**config.mk**
```make
export PLATFORM = sky130hd
export DESIGN_NAME = translation_pango_pipe
export DESIGN_NICKNAME = d
export VERILOG_FILES = /design/src/rtl/translation_pango_pipe_pkg.sv /design/src/rtl/translation_pango_pipe_skid_buf.sv /design/src/rtl/translation_pango_pipe.sv
export SDC_FILE = /design/constraint.sdc
export NUM_CORES = 1
export LEC_CHECK = 0
export BUFFER_PORTS_ARGS = -buffer_cell sky130_fd_sc_hd__buf_4
export CORE_AREA = 5 5 250 252
export CTS_BUF_LIST = sky130_fd_sc_hd__clkbuf_4
export CTS_CLUSTER_SIZE = 8
export DETAILED_ROUTE_END_ITERATION = 16
export DIE_AREA = 0 0 255 257
export MAX_ROUTING_LAYER = met4
export PLACE_DENSITY = 0.65
export SYNTH_ARGS = -nofsm -noshare
export SYNTH_HDL_FRONTEND = slang
export SYNTH_SLANG_ARGS = --single-unit
```
**constraint.sdc**
```tcl
create_clock -name CLK -period 5.4 [get_ports CLK]
set_input_delay 0.54 -clock CLK [delete_from_list [all_inputs] [get_ports CLK]]
set_output_delay 0.54 -clock CLK [all_outputs]
set_load 0.1 [all_outputs]
```
**src/rtl/translation_pango_pipe_pkg.sv**
```systemverilog
// Shared widths, MSI state encoding and a width helper for the Pango PCIe translation layer.
`default_nettype none
package translation_pango_pipe_pkg;

   localparam int SIG_FC_CPLD_W    = 12;
   localparam int SIG_FC_CPLH_W    = 8;
   localparam int SIG_BARDECODE_W  = 8;
   localparam int SIG_CPLRID_W     = 16;
   localparam int SIG_LINKWIDTH_W  = 6;
   localparam int SIG_LINKRATE_W   = 4;
   localparam int SIG_SIZE_W       = 3;

   typedef enum logic [1:0] {
      MSI_IDLE = 2'd0,
      MSI_REQ  = 2'd1,
      MSI_WAIT = 2'd2
   } msi_state_t;

   // Ceiling log2 that never returns less than one bit.
   function automatic int clog2s(input int value);
      int res;
      res = 0;
      while ((1 << res) < value) res = res + 1;
      return (res < 1) ? 1 : res;
   endfunction

endpackage
`default_nettype wire

```
**src/rtl/translation_pango_pipe_skid_buf.sv**
```systemverilog
// Two-entry skid buffer with a registered input-side ready.
`default_nettype none
module pango_skid_buf #(
   parameter int WIDTH = 8
) (
   input  logic             clk,
   input  logic             rst_n,
   input  logic             in_valid,
   output logic             in_ready,
   input  logic [WIDTH-1:0] in_data,
   output logic             out_valid,
   input  logic             out_ready,
   output logic [WIDTH-1:0] out_data
);

   logic [WIDTH-1:0] mem [2];
   logic             wr_ptr;
   logic             rd_ptr;
   logic [1:0]       count;
   logic [1:0]       count_nxt;
   logic             push;
   logic             pop;

   assign push      = in_valid && in_ready;
   assign pop       = out_valid && out_ready;
   assign out_valid = (count != 2'd0);
   assign out_data  = mem[rd_ptr];

   always_comb begin
      count_nxt = count + 2'(push) - 2'(pop);
   end

   always_ff @(posedge clk or negedge rst_n) begin
      if (!rst_n) begin
         mem[0]   <= '0;
         mem[1]   <= '0;
         wr_ptr   <= 1'b0;
         rd_ptr   <= 1'b0;
         count    <= 2'd0;
         in_ready <= 1'b0;
      end else begin
         if (push) begin
            mem[wr_ptr] <= in_data;
            wr_ptr      <= ~wr_ptr;
         end
         if (pop) rd_ptr <= ~rd_ptr;
         count    <= count_nxt;
         // Ready looks at the post-edge occupancy so a full buffer never accepts.
         in_ready <= (count_nxt != 2'd2);
      end
   end

endmodule
`default_nettype wire

```
**src/rtl/translation_pango_pipe.sv**
```systemverilog
// Bridges the Pango AXI-stream PCIe core to the classic RX/TX TLP interface, MSI and config.
`default_nettype none
module translation_pango_pipe
   import translation_pango_pipe_pkg::*;
#(
   parameter int          C_PCI_DATA_WIDTH = 128,
   parameter logic [5:0]  C_LINK_WIDTH     = 6'b000100,
   parameter logic [3:0]  C_LINK_RATE      = 4'b0001
) (
   input  logic                                        CLK,
   input  logic                                        RST_N_IN,
   input  logic [C_PCI_DATA_WIDTH-1:0]                 M_AXIS_RX_TDATA,
   input  logic [C_PCI_DATA_WIDTH/32-1:0]              M_AXIS_RX_TKEEP,
   input  logic                                        M_AXIS_RX_TLAST,
   input  logic                                        M_AXIS_RX_TVALID,
   output logic                                        M_AXIS_RX_TREADY,
   output logic [C_PCI_DATA_WIDTH-1:0]                 S_AXIS_TX_TDATA,
   output logic                                        S_AXIS_TX_TLAST,
   output logic                                        S_AXIS_TX_TVALID,
   output logic                                        S_AXIS_TX_TUSER,
   input  logic                                        S_AXIS_TX_TREADY,
   input  logic [7:0]                                  CFG_BUS_NUMBER,
   input  logic [4:0]                                  CFG_DEVICE_NUMBER,
   input  logic [2:0]                                  CFG_MAX_PAYLOAD_SIZE,
   input  logic [2:0]                                  CFG_MAX_READ_REQUEST_SIZE,
   input  logic                                        CFG_BUS_MASTER_EN,
   input  logic                                        CFG_RCB,
   input  logic                                        CFG_INTERRUPT_MSIEN,
   input  logic [SIG_FC_CPLD_W-1:0]                    FC_CPLD,
   input  logic [SIG_FC_CPLH_W-1:0]                    FC_CPLH,
   output logic                                        CFG_INTERRUPT,
   input  logic                                        CFG_INTERRUPT_RDY,
   output logic [C_PCI_DATA_WIDTH-1:0]                 RX_TLP,
   output logic                                        RX_TLP_VALID,
   output logic                                        RX_TLP_START_FLAG,
   output logic [clog2s(C_PCI_DATA_WIDTH/32)-1:0]      RX_TLP_START_OFFSET,
   output logic                                        RX_TLP_END_FLAG,
   output logic [clog2s(C_PCI_DATA_WIDTH/32)-1:0]      RX_TLP_END_OFFSET,
   output logic [SIG_BARDECODE_W-1:0]                  RX_TLP_BAR_DECODE,
   input  logic                                        RX_TLP_READY,
   input  logic [C_PCI_DATA_WIDTH-1:0]                 TX_TLP,
   input  logic                                        TX_TLP_VALID,
   input  logic                                        TX_TLP_START_FLAG,
   input  logic [clog2s(C_PCI_DATA_WIDTH/32)-1:0]      TX_TLP_START_OFFSET,
   input  logic                                        TX_TLP_END_FLAG,
   input  logic [clog2s(C_PCI_DATA_WIDTH/32)-1:0]      TX_TLP_END_OFFSET,
   output logic                                        TX_TLP_READY,
   output logic [SIG_CPLRID_W-1:0]                     CONFIG_COMPLETER_ID,
   output logic                                        CONFIG_BUS_MASTER_ENABLE,
   output logic [SIG_LINKWIDTH_W-1:0]                  CONFIG_LINK_WIDTH,
   output logic [SIG_LINKRATE_W-1:0]                   CONFIG_LINK_RATE,
   output logic [SIG_SIZE_W-1:0]                       CONFIG_MAX_READ_REQUEST_SIZE,
   output logic [SIG_SIZE_W-1:0]                       CONFIG_MAX_PAYLOAD_SIZE,
   output logic                                        CONFIG_INTERRUPT_MSIENABLE,
   output logic                                        CONFIG_CPL_BOUNDARY_SEL,
   output logic [SIG_FC_CPLD_W-1:0]                    CONFIG_MAX_CPL_DATA,
   output logic [SIG_FC_CPLH_W-1:0]                    CONFIG_MAX_CPL_HDR,
   output logic                                        INTR_MSI_RDY,
   input  logic                                        INTR_MSI_REQUEST
);

   localparam int KW  = C_PCI_DATA_WIDTH / 32;
   localparam int OW  = clog2s(KW);
   localparam int RXW = C_PCI_DATA_WIDTH + 2 + OW;
   localparam int TXW = C_PCI_DATA_WIDTH + 1;

   logic           in_pkt;
   logic [OW-1:0]  rx_end_off;
   logic [RXW-1:0] rx_out;
   logic           unused_tx;
   msi_state_t     msi_state;

   // Highest kept dword on a last beat; an empty keep reports offset zero.
   always_comb begin
      rx_end_off = '0;
      if (M_AXIS_RX_TLAST) begin
         for (int i = 0; i < KW; i++) begin
            if (M_AXIS_RX_TKEEP[i]) rx_end_off = i[OW-1:0];
         end
      end
   end

   always_ff @(posedge CLK or negedge RST_N_IN) begin
      if (!RST_N_IN) begin
         in_pkt <= 1'b0;
      end else if (M_AXIS_RX_TVALID && M_AXIS_RX_TREADY) begin
         in_pkt <= !M_AXIS_RX_TLAST;
      end
   end

   pango_skid_buf #(.WIDTH(RXW)) u_rx_skid (
      .clk       (CLK),
      .rst_n     (RST_N_IN),
      .in_valid  (M_AXIS_RX_TVALID),
      .in_ready  (M_AXIS_RX_TREADY),
      .in_data   ({M_AXIS_RX_TDATA, !in_pkt, M_AXIS_RX_TLAST, rx_end_off}),
      .out_valid (RX_TLP_VALID),
      .out_ready (RX_TLP_READY),
      .out_data  (rx_out)
   );

   assign {RX_TLP, RX_TLP_START_FLAG, RX_TLP_END_FLAG, RX_TLP_END_OFFSET} = rx_out;
   assign RX_TLP_START_OFFSET = '0;
   assign RX_TLP_BAR_DECODE   = '0;

   pango_skid_buf #(.WIDTH(TXW)) u_tx_skid (
      .clk       (CLK),
      .rst_n     (RST_N_IN),
      .in_valid  (TX_TLP_VALID),
      .in_ready  (TX_TLP_READY),
      .in_data   ({TX_TLP, TX_TLP_END_FLAG}),
      .out_valid (S_AXIS_TX_TVALID),
      .out_ready (S_AXIS_TX_TREADY),
      .out_data  ({S_AXIS_TX_TDATA, S_AXIS_TX_TLAST})
   );

   assign S_AXIS_TX_TUSER = 1'b0;
   assign unused_tx       = ^{TX_TLP_START_FLAG, TX_TLP_START_OFFSET, TX_TLP_END_OFFSET};

   always_ff @(posedge CLK or negedge RST_N_IN) begin
      if (!RST_N_IN) begin
         CONFIG_COMPLETER_ID          <= '0;
         CONFIG_BUS_MASTER_ENABLE     <= 1'b0;
         CONFIG_LINK_WIDTH            <= '0;
         CONFIG_LINK_RATE             <= '0;
         CONFIG_MAX_READ_REQUEST_SIZE <= '0;
         CONFIG_MAX_PAYLOAD_SIZE      <= '0;
         CONFIG_INTERRUPT_MSIENABLE   <= 1'b0;
         CONFIG_CPL_BOUNDARY_SEL      <= 1'b0;
         CONFIG_MAX_CPL_DATA          <= '0;
         CONFIG_MAX_CPL_HDR           <= '0;
      end else begin
         CONFIG_COMPLETER_ID          <= {CFG_BUS_NUMBER, CFG_DEVICE_NUMBER, 3'b000};
         CONFIG_BUS_MASTER_ENABLE     <= CFG_BUS_MASTER_EN;
         CONFIG_LINK_WIDTH            <= C_LINK_WIDTH;
         CONFIG_LINK_RATE             <= C_LINK_RATE;
         CONFIG_MAX_READ_REQUEST_SIZE <= CFG_MAX_READ_REQUEST_SIZE;
         CONFIG_MAX_PAYLOAD_SIZE      <= CFG_MAX_PAYLOAD_SIZE;
         CONFIG_INTERRUPT_MSIENABLE   <= CFG_INTERRUPT_MSIEN;
         CONFIG_CPL_BOUNDARY_SEL      <= CFG_RCB;
         CONFIG_MAX_CPL_DATA          <= FC_CPLD;
         CONFIG_MAX_CPL_HDR           <= FC_CPLH;
      end
   end

   // Outputs are registered alongside the state so they reflect the state being entered.
   always_ff @(posedge CLK or negedge RST_N_IN) begin
      if (!RST_N_IN) begin
         msi_state     <= MSI_IDLE;
         CFG_INTERRUPT <= 1'b0;
         INTR_MSI_RDY  <= 1'b0;
      end else begin
         case (msi_state)
            MSI_IDLE: begin
               if (INTR_MSI_REQUEST && CFG_INTERRUPT_MSIEN) begin
                  msi_state     <= MSI_REQ;
                  CFG_INTERRUPT <= 1'b1;
                  INTR_MSI_RDY  <= 1'b0;
               end else begin
                  CFG_INTERRUPT <= 1'b0;
                  INTR_MSI_RDY  <= CFG_INTERRUPT_MSIEN;
               end
            end
            MSI_REQ: begin
               if (!CFG_INTERRUPT_MSIEN) begin
                  msi_state     <= MSI_IDLE;
                  CFG_INTERRUPT <= 1'b0;
                  INTR_MSI_RDY  <= 1'b0;
               end else if (CFG_INTERRUPT_RDY) begin
                  msi_state     <= MSI_WAIT;
                  CFG_INTERRUPT <= 1'b0;
                  INTR_MSI_RDY  <= 1'b0;
               end else begin
                  CFG_INTERRUPT <= 1'b1;
                  INTR_MSI_RDY  <= 1'b0;
               end
            end
            MSI_WAIT: begin
               CFG_INTERRUPT <= 1'b0;
               if (!CFG_INTERRUPT_RDY) begin
                  msi_state    <= MSI_IDLE;
                  INTR_MSI_RDY <= CFG_INTERRUPT_MSIEN;
               end else begin
                  INTR_MSI_RDY <= 1'b0;
               end
            end
            default: begin
               msi_state     <= MSI_IDLE;
               CFG_INTERRUPT <= 1'b0;
               INTR_MSI_RDY  <= 1'b0;
            end
         endcase
      end
   end

endmodule
`default_nettype wire

```
## Word level (Yosys, flattened, before mapping)

Cells that the tools add are included.

- Add/sub/neg operators: 4
- $lt $le $gt $ge: 6
- Equal/unequal tests: 7
- Muxes and demuxes: 28
- Bitwise operators: 8
- Reductions and logical operators: 13

Operators with widths:

| operator | number |
|---|---|
| $mux 132 | 4 |
| $mux 129 | 4 |
| $bwmux 264 | 1 |
| $bwmux 258 | 1 |
| $demux 132 s1 | 1 |
| $demux 129 s1 | 1 |
| $mux 2 | 7 |
| $ge 2x2->1 const B | 4 |
| $ne 2x2->1 const B | 4 |
| $not 1->2 | 4 |
| $logic_and 1x1->1 | 7 |
| $mux 1 | 6 |
| $pmux 2 s3 | 1 |
| $add 2x1->2 | 2 |
| $lt 2x1->1 const B | 2 |
| $not 1->1 | 4 |
| $pmux 1 s2 | 2 |
| $reduce_bool 2->1 | 2 |
| $sub 2x1->2 | 2 |
| $ne 3x3->1 const B | 1 |
| $reduce_and 3->1 | 1 |
| $eq 2x1->1 const B | 1 |
| $eq 2x2->1 const B | 1 |
| $logic_not 1->1 | 2 |
| $logic_not 2->1 | 1 |

- Register bits: 580
- Input bits: 317
- Output and inout bits: 333

## Longest topological paths before layout

Gate-level depths: netlist (run 1).

- Depth in word-level cells: 6
- Mapped depth: 8
- Depth with buffers taken out: 8

## Cells and area by module

Synthesis (run 1) repeated with hierarchy kept, for this count alone.

- Cell total of the unflattened synthesis: 1,532
- Area, all modules: 25,135.4 µm²

Modules (own cells, without submodules):

| module | times used | cells each | area an instance (µm²) |
|---|---|---|---|
| pango_skid_buf at u_rx_skid | 1 | 730 | 11,832.6 |
| pango_skid_buf at u_tx_skid | 1 | 714 | 11,813.8 |
| translation_pango_pipe | 1 | 88 | 1,488.9 |

## Least setup slack after synthesis (run 1)

Ideal clock, no wire load.

- Kind: register to register
- From: reg u_rx_skid.count[1]
- To: reg u_rx_skid.in_ready
- Data arrival time: 2.003 ns
- Required time: 5.277 ns
- Setup slack: 3.274 ns
- Cell stages (with the launch flop): 9
- Cells stage by stage: dfrtp_1 or2_2 and2_1 ha_1 inv_1 ha_1 xnor2_1 xnor2_1 nand2b_1

- Word-level cells in the longest chain between the ends: 4
- Elaborated cells on any way between the ends: 5

RTL lines:

| element | RTL line | text |
|---|---|---|
| start, declared | translation_pango_pipe_skid_buf.sv:19 | `logic [1:0] count;` |
| start signal, assigned | translation_pango_pipe_skid_buf.sv:47 | `count <= count_nxt;` |
| $reduce_bool 2->1 | translation_pango_pipe_skid_buf.sv:26 | `assign out_valid = (count != 2'd0);` |
| net RX_TLP_VALID | translation_pango_pipe.sv:34 | `output logic RX_TLP_VALID,` |
| $logic_and 1x1->1 | translation_pango_pipe_skid_buf.sv:25 | `assign pop = out_valid && out_ready;` |
| net u_rx_skid.pop | translation_pango_pipe_skid_buf.sv:22 | `logic pop;` |
| $sub 2x1->2 | translation_pango_pipe_skid_buf.sv:30 | `count_nxt = count + 2'(push) - 2'(pop);` |
| net u_rx_skid.count_nxt[1] | translation_pango_pipe_skid_buf.sv:20 | `logic [1:0] count_nxt;` |
| $ne 2x2->1 | translation_pango_pipe_skid_buf.sv:49 | `in_ready <= (count_nxt != 2'd2);` |
| end signal, assigned | translation_pango_pipe_skid_buf.sv:49 |  |
| end, declared | translation_pango_pipe_skid_buf.sv:9 | `output logic in_ready,` |

The timed path passes the listed nets, and every way through them passes these cells.
A chain may end at the register's enable or synchronous reset.

## Final worst setup path (run 1)

- From: reg u_rx_skid.rd_ptr
- To: out RX_TLP[100]

- Word-level cells in the longest chain between the ends: 4

RTL lines:

| element | RTL line | text |
|---|---|---|
| start, declared | translation_pango_pipe_skid_buf.sv:18 | `logic rd_ptr;` |
| start signal, assigned | translation_pango_pipe_skid_buf.sv:46 | `if (pop) rd_ptr <= ~rd_ptr;` |
| $not 1->2 (implied by the code) | translation_pango_pipe_skid_buf.sv:27 | `assign out_data = mem[rd_ptr];` |
| $mux 132 (implied by the code) (3 in series) | translation_pango_pipe_skid_buf.sv:27 |  |
| end, declared | translation_pango_pipe.sv:33 | `output logic [C_PCI_DATA_WIDTH-1:0] RX_TLP,` |

No other way between the ends. The select of a mux whose other input is x is not followed.

==> results of run 1 <==
routing by layer:
layer  global-route usage, %  part of all wire [%]  vias up
met3                    6.78                   6.3      181
li1                        -                     -     8155
met5                       -                     0        -
met4                    10.9                   4.9        0
met1                    22.8                    38     8803
met2                    35.2                    51      497
stage by stage:
| stage | instances | area, sq um | utilization, % | hold WS, ns |
|---|---|---|---|---|
| CTS | 3687 | 34600 | 57.8 | 0.0429 |
| global route | 3698 | 34700 | 57.9 | 0.0772 |
| floorplan | 1821 | 24600 | - | 0.244 |
| detailed placement | 3117 | 29600 | 49.4 | 0.458 |
| global placement | 3117 | 29600 | 49.4 | 0.454 |
| finish | 3698 | 34700 | 57.9 | 0.183 |
path summary, 6_finish.rpt:
check | start | end | cells past startpoint
max in group asynchronous | RST_N_IN | u_tx_skid.rd_ptr$_DFFE_PN0P_ | 3
min in group CLK | CFG_DEVICE_NUMBER[0] | CONFIG_COMPLETER_ID[3]$_DFF_PN0_ | 2
worst max register to register | u_tx_skid.in_ready$_DFF_PN0_ | u_tx_skid.mem[180]$_DFFE_PN0P_ | 4
worst min register to register | u_rx_skid.mem[256]$_DFFE_PN0P_ | u_rx_skid.mem[256]$_DFFE_PN0P_ | 2
worst max-delay path | u_rx_skid.rd_ptr$_DFFE_PN0P_ | RX_TLP[100] | 3
worst min-delay path | RST_N_IN | u_rx_skid.mem[107]$_DFFE_PN0P_ | 2
synth_stat cells (4+ instances only):
library cell	number	area [sq um]
ha_1	4	50.1
xnor2_1	4	35.0
o21ai_0	8	40.0
nand2_1	399	1500
dfrtp_1	580	14500
inv_1	7	26.3
mux2_1	54	608
buf_2	58	290
buf_4	25	188
clkbuf_1	9	33.8
mux2_2	593	6680
buf_6	31	349
state kept, by name, indices dropped and copies added, names as in the netlist, 2 cells and up:
register and count:
u_rx_skid.mem 264, u_tx_skid.mem 258, CONFIG_COMPLETER_ID 13, CONFIG_MAX_CPL_DATA 12
CONFIG_MAX_CPL_HDR 8, CONFIG_MAX_PAYLOAD_SIZE 3, CONFIG_MAX_READ_REQUEST_SIZE 3, msi_state 2
u_rx_skid.count 2, u_tx_skid.count 2
worst max-delay path, cell delays in order, from the launching register on:
cell	delay, ns
dfrtp_4	0.84
buf_12	0.44
mux2_2	0.43
buf_4	0.24
timing repair:
item                                    4_1_cts  5_1_grt
endpoints found under the setup margin        0        0
hold buffers                                310        0
buffers inserted                              0        0
endpoints found under the hold margin       677        0
cells by family after synthesis:
logic type	count (synthesis)	synth area share, %
xor+xnor	7	0.250
flops	580	59.2
fa+ha+maj	4	0.204
simple gates	418	6.65
other cells	2	0.0307
buf+inv	130	3.62
mux	648	29.8
compound gates	11	0.225
cells in the final DEF (no fill, tap or decap), drive strengths merged, types with 2 or more instances in the layout:
cell type / Yosys / routed
bufinv: 0 / 3
buf: 114 / 637
or2: 2 / 2
a21oi: 3 / 3
dfrtp: 580 / 580
ha: 4 / 4
conb: 2 / 23
mux2: 647 / 647
dlygate4sd3: 0 / 310
and2: 3 / 3
inv: 7 / 11
clkbuf: 9 / 229
nand2b: 4 / 4
xnor2: 4 / 4
nand3b: 2 / 2
diode: 0 / 11
nor3b: 3 / 3
xor2: 3 / 3
clkinv: 0 / 23
o21ai: 8 / 8
nand2: 400 / 400
final cells by class:
cell class | instances | area, sq um | area share, %
clock buffers | 229 | 1720 | 4.96
multi-input cells | 1111 | 9200 | 26.5
well taps | 782 | 978 | 2.82
inverters | 7 | 26.3 | 0.0758
clock inverters | 31 | 246 | 0.711
repair buffers | 947 | 7960 | 22.9
flip-flops and latches | 580 | 14500 | 41.9
diodes | 11 | 27.5 | 0.0794
==> run metrics, run 1 <==
I/O Buffers=621; drt wl/cell=between 15 and 20 microns; period utilization=between 60% and 70%; Routed WL=68.9 mm; register area share after synthesis=approximately 59%; Setup TNS Final=0 ns; routed via count=17.6k; Die X=around 260 microns; Detail Route Antenna Nets=0; Place WS=roughly 2.5 ns; Max Cap Violations=0; final worst slack=1.79 ns; root buffer cell=clkbuf_4; Post-DP HPWL=between 40 and 50 mm; Placer Congestion=a little over 0.8; post-cts gate resize count=0; iteration count of the initial detailed-routing pass=4; Max Clk Rate=between 0.2 and 0.3 GHz; Worst EP required=between 4 and 5 ns; Setup CP Type=flop to output port; Layout area overhead=41.5%; Final min period=~3.6 ns; H-tree lvl count=4; Yosys cell types=28; final setup vio count=0; total grt overflow=0; Synth Flop Type=dfrtp_1; row count=90; CTS Sinks=just under 600; I/O pins=between 600 and 700; FF+latch count, synth=580; Final #Nets=about 3.1k; Worst R2R Setup Slack=a little under 3 ns; initial antenna violation count=10; Slew Viols, Final=0; element type at the critical path start=flop; gr usage total=21.2%; RSZ-0062 raised after global routing=no; YS warnings=0; CTS Buffer Depth=3; final hold violations=0; number of flops mapped to enable cells by yosys=0; drt first-iter violations=approximately 720; DIE AREA=65500 sq um; post-synthesis cell count=about 1.8k; Netlist Area Pre-Place=24500 sq um; DRC=0; post-synthesis async set-or-reset flop share=100%; Worst Hold Class=input port to async pin; CP Max Fanout=a little over 90; CTS buffer count=158; vias in the first global route=between 20k and 25k; Initial Util=between 40% and 50%; Worst Skew=about 0.061 ns; CTS tree=yes; share of layout cells above drive strength 1=about half; Worst-Skew Late Latency=approximately 0.97 ns; Worst slew margin=between 20% and 30%; Die Ht=roughly 260 microns; FILL cells=4837; Worst setup EP type=output port; first-pass GRT wire length=107 mm; core box area=approximately 60000 sq um; largest net degree at the start of global routing=around 180; Reg clk slew, reported paths=around 0.06 ns; CP arrival=between 3 and 4 ns; status=completed; Worst Tran Pin Value=1.10 ns; syn_area_per_cell=approximately 14 sq um; Vias/cell=4.77
Power of run 1 is not shown: default switching activity piles up to over one toggle a cycle in this logic, so the estimate is an artifact.
==> inputs of run 2 (changes only) <==
--- a/config.mk
+++ b/config.mk
@@ -6,13 +6,13 @@
 export NUM_CORES = 1
 export LEC_CHECK = 0
 export BUFFER_PORTS_ARGS = -buffer_cell sky130_fd_sc_hd__buf_4
-export CORE_AREA = 5 5 250 252
+export CORE_AREA = 5 5 251 253
 export CTS_BUF_LIST = sky130_fd_sc_hd__clkbuf_4
 export CTS_CLUSTER_SIZE = 8
 export DETAILED_ROUTE_END_ITERATION = 16
-export DIE_AREA = 0 0 255 257
+export DIE_AREA = 0 0 256 258
 export MAX_ROUTING_LAYER = met4
-export PLACE_DENSITY = 0.65
+export PLACE_DENSITY = 0.64
 export SYNTH_ARGS = -nofsm -noshare
 export SYNTH_HDL_FRONTEND = slang
 export SYNTH_SLANG_ARGS = --single-unit
==> constraint.sdc (replaced) <==
create_clock -name CLK -period 3.6 [get_ports CLK]
set_input_delay 0.36 -clock CLK [delete_from_list [all_inputs] [get_ports CLK]]
set_output_delay 0.36 -clock CLK [all_outputs]
set_load 0.1 [all_outputs]
==> run 2 against run 1 <==
Compared with the run above:
- die area grew 0.78%
- clock skew shrank 0.0034 ns
- highest routed layer unchanged
- core utilization grew 1.2 points
- register-to-register slack lost 1.5 ns
- final cell count grew 3.4%
- hold slack lost 0.030 ns
- non-clock buffer count grew 106
- count of clock-buffer cells in the layout grew 8
- critical path depth is the same
==> run metrics, run 2 (same netlist as run 1, synthesis figures left out) <==
CTS buffer count=161 (+1.9%); critical path's top delay family=flip-flops; CP Max Fanout=69 (-25%); Setup CP Type=flop to output port; Worst Tran Pin Value=0.927 ns (-0.176 ns); most common cell after layout, fill and taps aside=buf_4; Max Cap Violations=0 (unchanged); Post-DP HPWL=45.5 mm (+1.2%); worst path buffer plus inverter count=2 (unchanged); launching point of the worst reg2reg path=u_rx_skid.wr_ptr$_DFFE_PN0P_; Worst R2R Setup Slack=1.39 ns (-1.50 ns); drt first-iter violations=703 (-2.1%); CTS Buffer Depth=3 (unchanged); post-cts gate resize count=0 (unchanged); Slowest-stage cell, CP=dfrtp_4; Die Ht=258 microns (+0.39%); share of layout cells above drive strength 1=49.9% (-1.1 points); I/O Buffers=621 (unchanged); largest net degree at the start of global routing=133 (-25%); period utilization=88.5%; hold slack final=0.153 ns (-0.0296 ns); CP Depth=3 (unchanged); CP arrival=2.83 ns (-0.24 ns); final hold violations=0 (unchanged); Worst EP required=3.24 ns (-1.62 ns); initial antenna violation count=10 (unchanged); row count=91 (+1.1%); Largest stage delay, worst path=0.75 ns (-0.09 ns); vias in the first global route=20.9k (+3.9%); Cell Area, Placed=29800 sq um (+0.82%); Detail Route Antenna Nets=0 (unchanged); FF-to-FF End=u_rx_skid.mem[73]$_DFFE_PN0P_; final worst slack=0.415 ns (-1.38 ns); crit path from=u_rx_skid.rd_ptr$_DFFE_PN0P_; CTS tree=yes; element type at the critical path start=flop; Die X=256 microns (+0.39%); Worst Hold Class=input port to flop; Routed WL=70.8 mm (+2.8%); Final #Nets=3235 (+3.5%); iteration count of the initial detailed-routing pass=4 (unchanged); Vias/cell=4.76 (-0.25%); Critical Path End=RX_TLP[0]; DRC=0 (unchanged); DIE AREA=66000 sq um (+0.78%); Setup TNS Final=0 ns (unchanged); Worst setup EP type=output port; Reg clk slew, reported paths=0.06 ns (about the same); H-tree lvl count=4 (unchanged); root buffer cell=clkbuf_4; CTS Sinks=580 (unchanged); Largest Register=u_rx_skid.mem; RSZ-0062 raised after global routing=no; I/O pins=650 (unchanged); core box area=60800 sq um (+1.5%); Worst slew margin=38.2% (+12 points); biggest regs=u_rx_skid.mem: 264 flops, u_tx_skid.mem: 258 flops, CONFIG_COMPLETER_ID: 13 flops; Layout area overhead=46.6%; first-pass GRT wire length=113 mm (+4.8%); Slew Viols, Final=0 (unchanged); Initial Util=40.3% (-0.60 points); routed via count=18.2k (+3.1%); reg2reg path depth=3 (-1); max reg flops=264 (unchanged); status=completed; Max Clk Rate=about 0.31 GHz; Worst-Skew Late Latency=0.96 ns (about the same); design area=35900 sq um (+3.6%); total grt overflow=0 (unchanged); ordered list of cells on the worst path=buf_12 > mux2_2 > buf_4; drt wl/cell=18.5 microns (-0.60%); Placer Congestion=0.834 (+2.6%); Worst Skew=0.0572 ns (-0.00342 ns); final setup vio count=0 (unchanged); gr usage total=21.8% (+0.61 points); Final min period=roughly 3.2 ns; Place WS=1.14 ns (-1.41 ns); most frequent cells in the layout=buf_4 (638), mux2_2 (593), dfrtp_1 (578)
==> run 2: worst min-delay path by stage <==
stage | startpoint | endpoint | slack [ns] | depth (start not counted)
4_1_cts | M_AXIS_RX_TDATA[111] | u_rx_skid.mem[247]$_DFFE_PN0P_ | 0.0008 | 4
5_1_grt | M_AXIS_RX_TDATA[111] | u_rx_skid.mem[247]$_DFFE_PN0P_ | 0.05 | 4
3_3_place_gp | u_rx_skid.mem[246]$_DFFE_PN0P_ | u_rx_skid.mem[246]$_DFFE_PN0P_ | 0.45 | 2
3_5_place_dp | u_rx_skid.mem[140]$_DFFE_PN0P_ | u_rx_skid.mem[140]$_DFFE_PN0P_ | 0.46 | 2
2_1_floorplan | RST_N_IN | CFG_INTERRUPT$_DFF_PN0_ | 0.06 | 0
6_report | M_AXIS_RX_TDATA[48] | u_rx_skid.mem[184]$_DFFE_PN0P_ | 0.15 | 4
==> run 2: metal layers <==
metal  global-route usage (%)  vias up  share of wire (%)
li1                         -     8396                  -
met1                     23.0     9110                 37
met2                     37.8      498                 53
met3                     5.78      187                4.9
met4                     11.6        0                4.5
met5                        -        -                  0
==> run 2: worst register-to-register path: cells and delay by family, from the launching register on <==
family                 cells  cell delay (ns)
buffers and inverters      1             0.78
muxes                      1             0.45
DFF                        1             0.44
and+or+nand+nor            1             0.41
==> run 2: area by class of cell <==
class / instances / area, sq um
Antenna cell: 13 / 32.5
Clock buffer: 237 / 1780
Clock inverter: 33 / 275
Fill cell: 4816 / 24900
Inverter: 7 / 26.3
Multi-Input combinational cell: 1111 / 9200
Sequential cell: 580 / 14500
Tap cell: 790 / 988
Timing Repair Buffer: 1053 / 9100
==> run 2: repair_timing <==
action / CTS / global route
endpoints found under the hold margin: 827 / 0
hold buffers: 399 / 0
buffers inserted: 1 / 0
endpoints found under the setup margin: 7 / 0
==> run 2: per-stage QoR <==
step,cells,utilization (%)
3_5_place_dp,3141,49.0
4_1_cts,3811,59.0
5_1_grt,3824,59.1
3_3_place_gp,3141,49.0
2_1_floorplan,1821,-
6_report,3824,59.1
Power of run 2 is left out for the same reason.
==> inputs of run 3 (changes only) <==
--- a/config.mk
+++ b/config.mk
@@ -6,13 +6,12 @@
 export NUM_CORES = 1
 export LEC_CHECK = 0
 export BUFFER_PORTS_ARGS = -buffer_cell sky130_fd_sc_hd__buf_4
-export CORE_AREA = 5 5 251 253
-export CTS_BUF_LIST = sky130_fd_sc_hd__clkbuf_4
+export CORE_AREA = 5 5 248 250
 export CTS_CLUSTER_SIZE = 8
 export DETAILED_ROUTE_END_ITERATION = 16
-export DIE_AREA = 0 0 256 258
+export DIE_AREA = 0 0 253 255
 export MAX_ROUTING_LAYER = met4
-export PLACE_DENSITY = 0.64
+export PLACE_DENSITY = 0.66
 export SYNTH_ARGS = -nofsm -noshare
 export SYNTH_HDL_FRONTEND = slang
 export SYNTH_SLANG_ARGS = --single-unit
==> run 3 against run 2 <==
Compared with the run above:
- clock skew shrank 0.035 ns
- hold slack lost 0.071 ns
- worst setup slack gained 0.33 ns
- via count shrank 5.6%
- sequential cell count is the same
- count of clock-buffer cells in the layout shrank 152
- critical path type unchanged
==> run metrics, run 3 (same netlist as run 1, synthesis figures left out) <==
Largest Register=u_rx_skid.mem; Worst-Skew Late Latency=0.61 ns (-0.35 ns); I/O pins=650 (unchanged); drt first-iter violations=741 (+5.4%); status=completed; H-tree lvl count=3 (-1); Final min period=2.85 ns (-0.333 ns); element type at the critical path start=flop; DIE AREA=64500 sq um (-2.3%); gr usage total=21.3% (-0.59 points); CTS buffer count=83 (-48%); Worst setup EP type=output port; Worst Hold Class=input port to flop; initial antenna violation count=8 (-2); Worst Tran Pin Value=0.926 ns (-0.00108 ns); CTS tree=yes; Worst slew margin=38.2% (+0.072 points); share of layout cells above drive strength 1=49.1% (-0.83 points); routed via count=17.2k (-5.6%); final worst slack=0.748 ns (+0.333 ns); Worst Skew=0.0219 ns (-0.0353 ns); root buffer cell=clkbuf_16; dpl cells=3125 (-0.51%); most frequent cells in the layout=buf_4 (640), mux2_2 (593), dfrtp_1 (578); biggest regs=u_rx_skid.mem: 264 flops, u_tx_skid.mem: 258 flops, CONFIG_COMPLETER_ID: 13 flops; Routed WL=68.2 mm (-3.7%); I/O Buffers=621 (unchanged); Max Cap Violations=0 (unchanged); CP arrival=2.49 ns (-0.34 ns); Post-DP HPWL=45.7 mm (+0.24%); Layout Cells excl Fill=3530 (-7.7%); Setup TNS Final=0 ns (unchanged); hold slack final=0.0828 ns (-0.0705 ns); Place WS=1.33 ns (+0.193 ns); CP Max Fanout=44 (-36%); max reg flops=264 (unchanged); row count=89 (-2.2%); final hold violations=0 (unchanged); largest net degree at the start of global routing=134 (+0.75%); DRC=0 (unchanged); period utilization=79.2% (-9.3 points); RSZ-0062 raised after global routing=no; total grt overflow=0 (unchanged); top layer used by detailed routing=met4; Placer Congestion=0.811 (-2.8%); Die X=253 microns (-1.2%); Max Clk Rate=0.351 GHz (+12%); Layout area overhead=43.4%; most common cell after layout, fill and taps aside=buf_4; drt wl/cell=19.3 microns (+4.4%); final setup vio count=0 (unchanged); iteration count of the initial detailed-routing pass=5 (+1); CTS Buffer Depth=3 (unchanged); WL met3=3.72 mm (+7.2%); Worst EP required=3.24 ns (about the same); Final #Nets=3060 (-5.4%); met2 WL=35.8 mm (-5.0%); first-pass GRT wire length=107 mm (-5.2%); core box area=58800 sq um (-3.3%); wire length on met1=25.6 mm (-3.2%); Setup CP Type=flop to output port; Vias/cell=4.87 (+2.3%); vias in the first global route=19.4k (-6.9%); Die Ht=255 microns (-1.2%); Initial Util=41.7% (+1.4 points); post-cts gate resize count=0 (unchanged); Reg clk slew, reported paths=0.05 ns (about the same); CTS Sinks=580 (unchanged); Slew Viols, Final=0 (unchanged); Detail Route Antenna Nets=0 (unchanged)
==> run 3: critical path, cell delays in order (launching register included) <==
cell and delay, ns:
dfrtp_4 0.87, buf_4 0.37, mux2_2 0.38, buf_4 0.24
==> run 3: layout make-up <==
type                            instances  area [sq um]
Clock inverter                          9           204
Multi-Input combinational cell       1111          9200
Sequential cell                       580         14500
Tap cell                              773           967
Timing Repair Buffer                  956          8100
Antenna cell                            9          22.5
Fill cell                            4510         23700
Inverter                                7          26.3
Clock buffer                           85          2090
==> run 3: path summary, 6_finish.rpt <==
kind | from | end | slack, ns | depth (start not counted)
hold / removal | RX_TLP_READY | u_rx_skid.rd_ptr$_DFFE_PN0P_ | 0.08 | 3
setup / recovery | u_tx_skid.rd_ptr$_DFFE_PN0P_ | S_AXIS_TX_TDATA[3] | 0.75 | 3
hold reg to reg | u_rx_skid.mem[177]$_DFFE_PN0P_ | u_rx_skid.mem[177]$_DFFE_PN0P_ | 0.47 | 2
setup reg to reg | u_tx_skid.in_ready$_DFF_PN0_ | u_tx_skid.mem[34]$_DFFE_PN0P_ | 1.45 | 4
min in group asynchronous | RST_N_IN | u_rx_skid.mem[120]$_DFFE_PN0P_ | 0.37 | 2
max in group asynchronous | RST_N_IN | u_tx_skid.mem[228]$_DFFE_PN0P_ | 2.07 | 3
==> run 3: what timing repair did <==
item / CTS / global route
endpoints found under the setup margin: 0 / 0
hold buffers: 302 / 0
buffers inserted: 0 / 0
hold endpoints to repair: 643 / 0
==> run 3: per-stage QoR <==
stage | util (%) | cell area [sq um]
2_1_floorplan | - | 24600
3_3_place_gp | 50.7 | 29800
3_5_place_dp | 50.7 | 29800
4_1_cts | 59.7 | 35100
5_1_grt | 59.8 | 35100
6_report | 59.8 | 35100
==> run 3: layer usage <==
metal	up-vias	GRT usage, %
met1	8648	24.0
met2	473	36.2
met3	149	4.74
met4	0	9.92
met5	-	-
li1	7908	-
Power of run 3 is left out for the same reason.
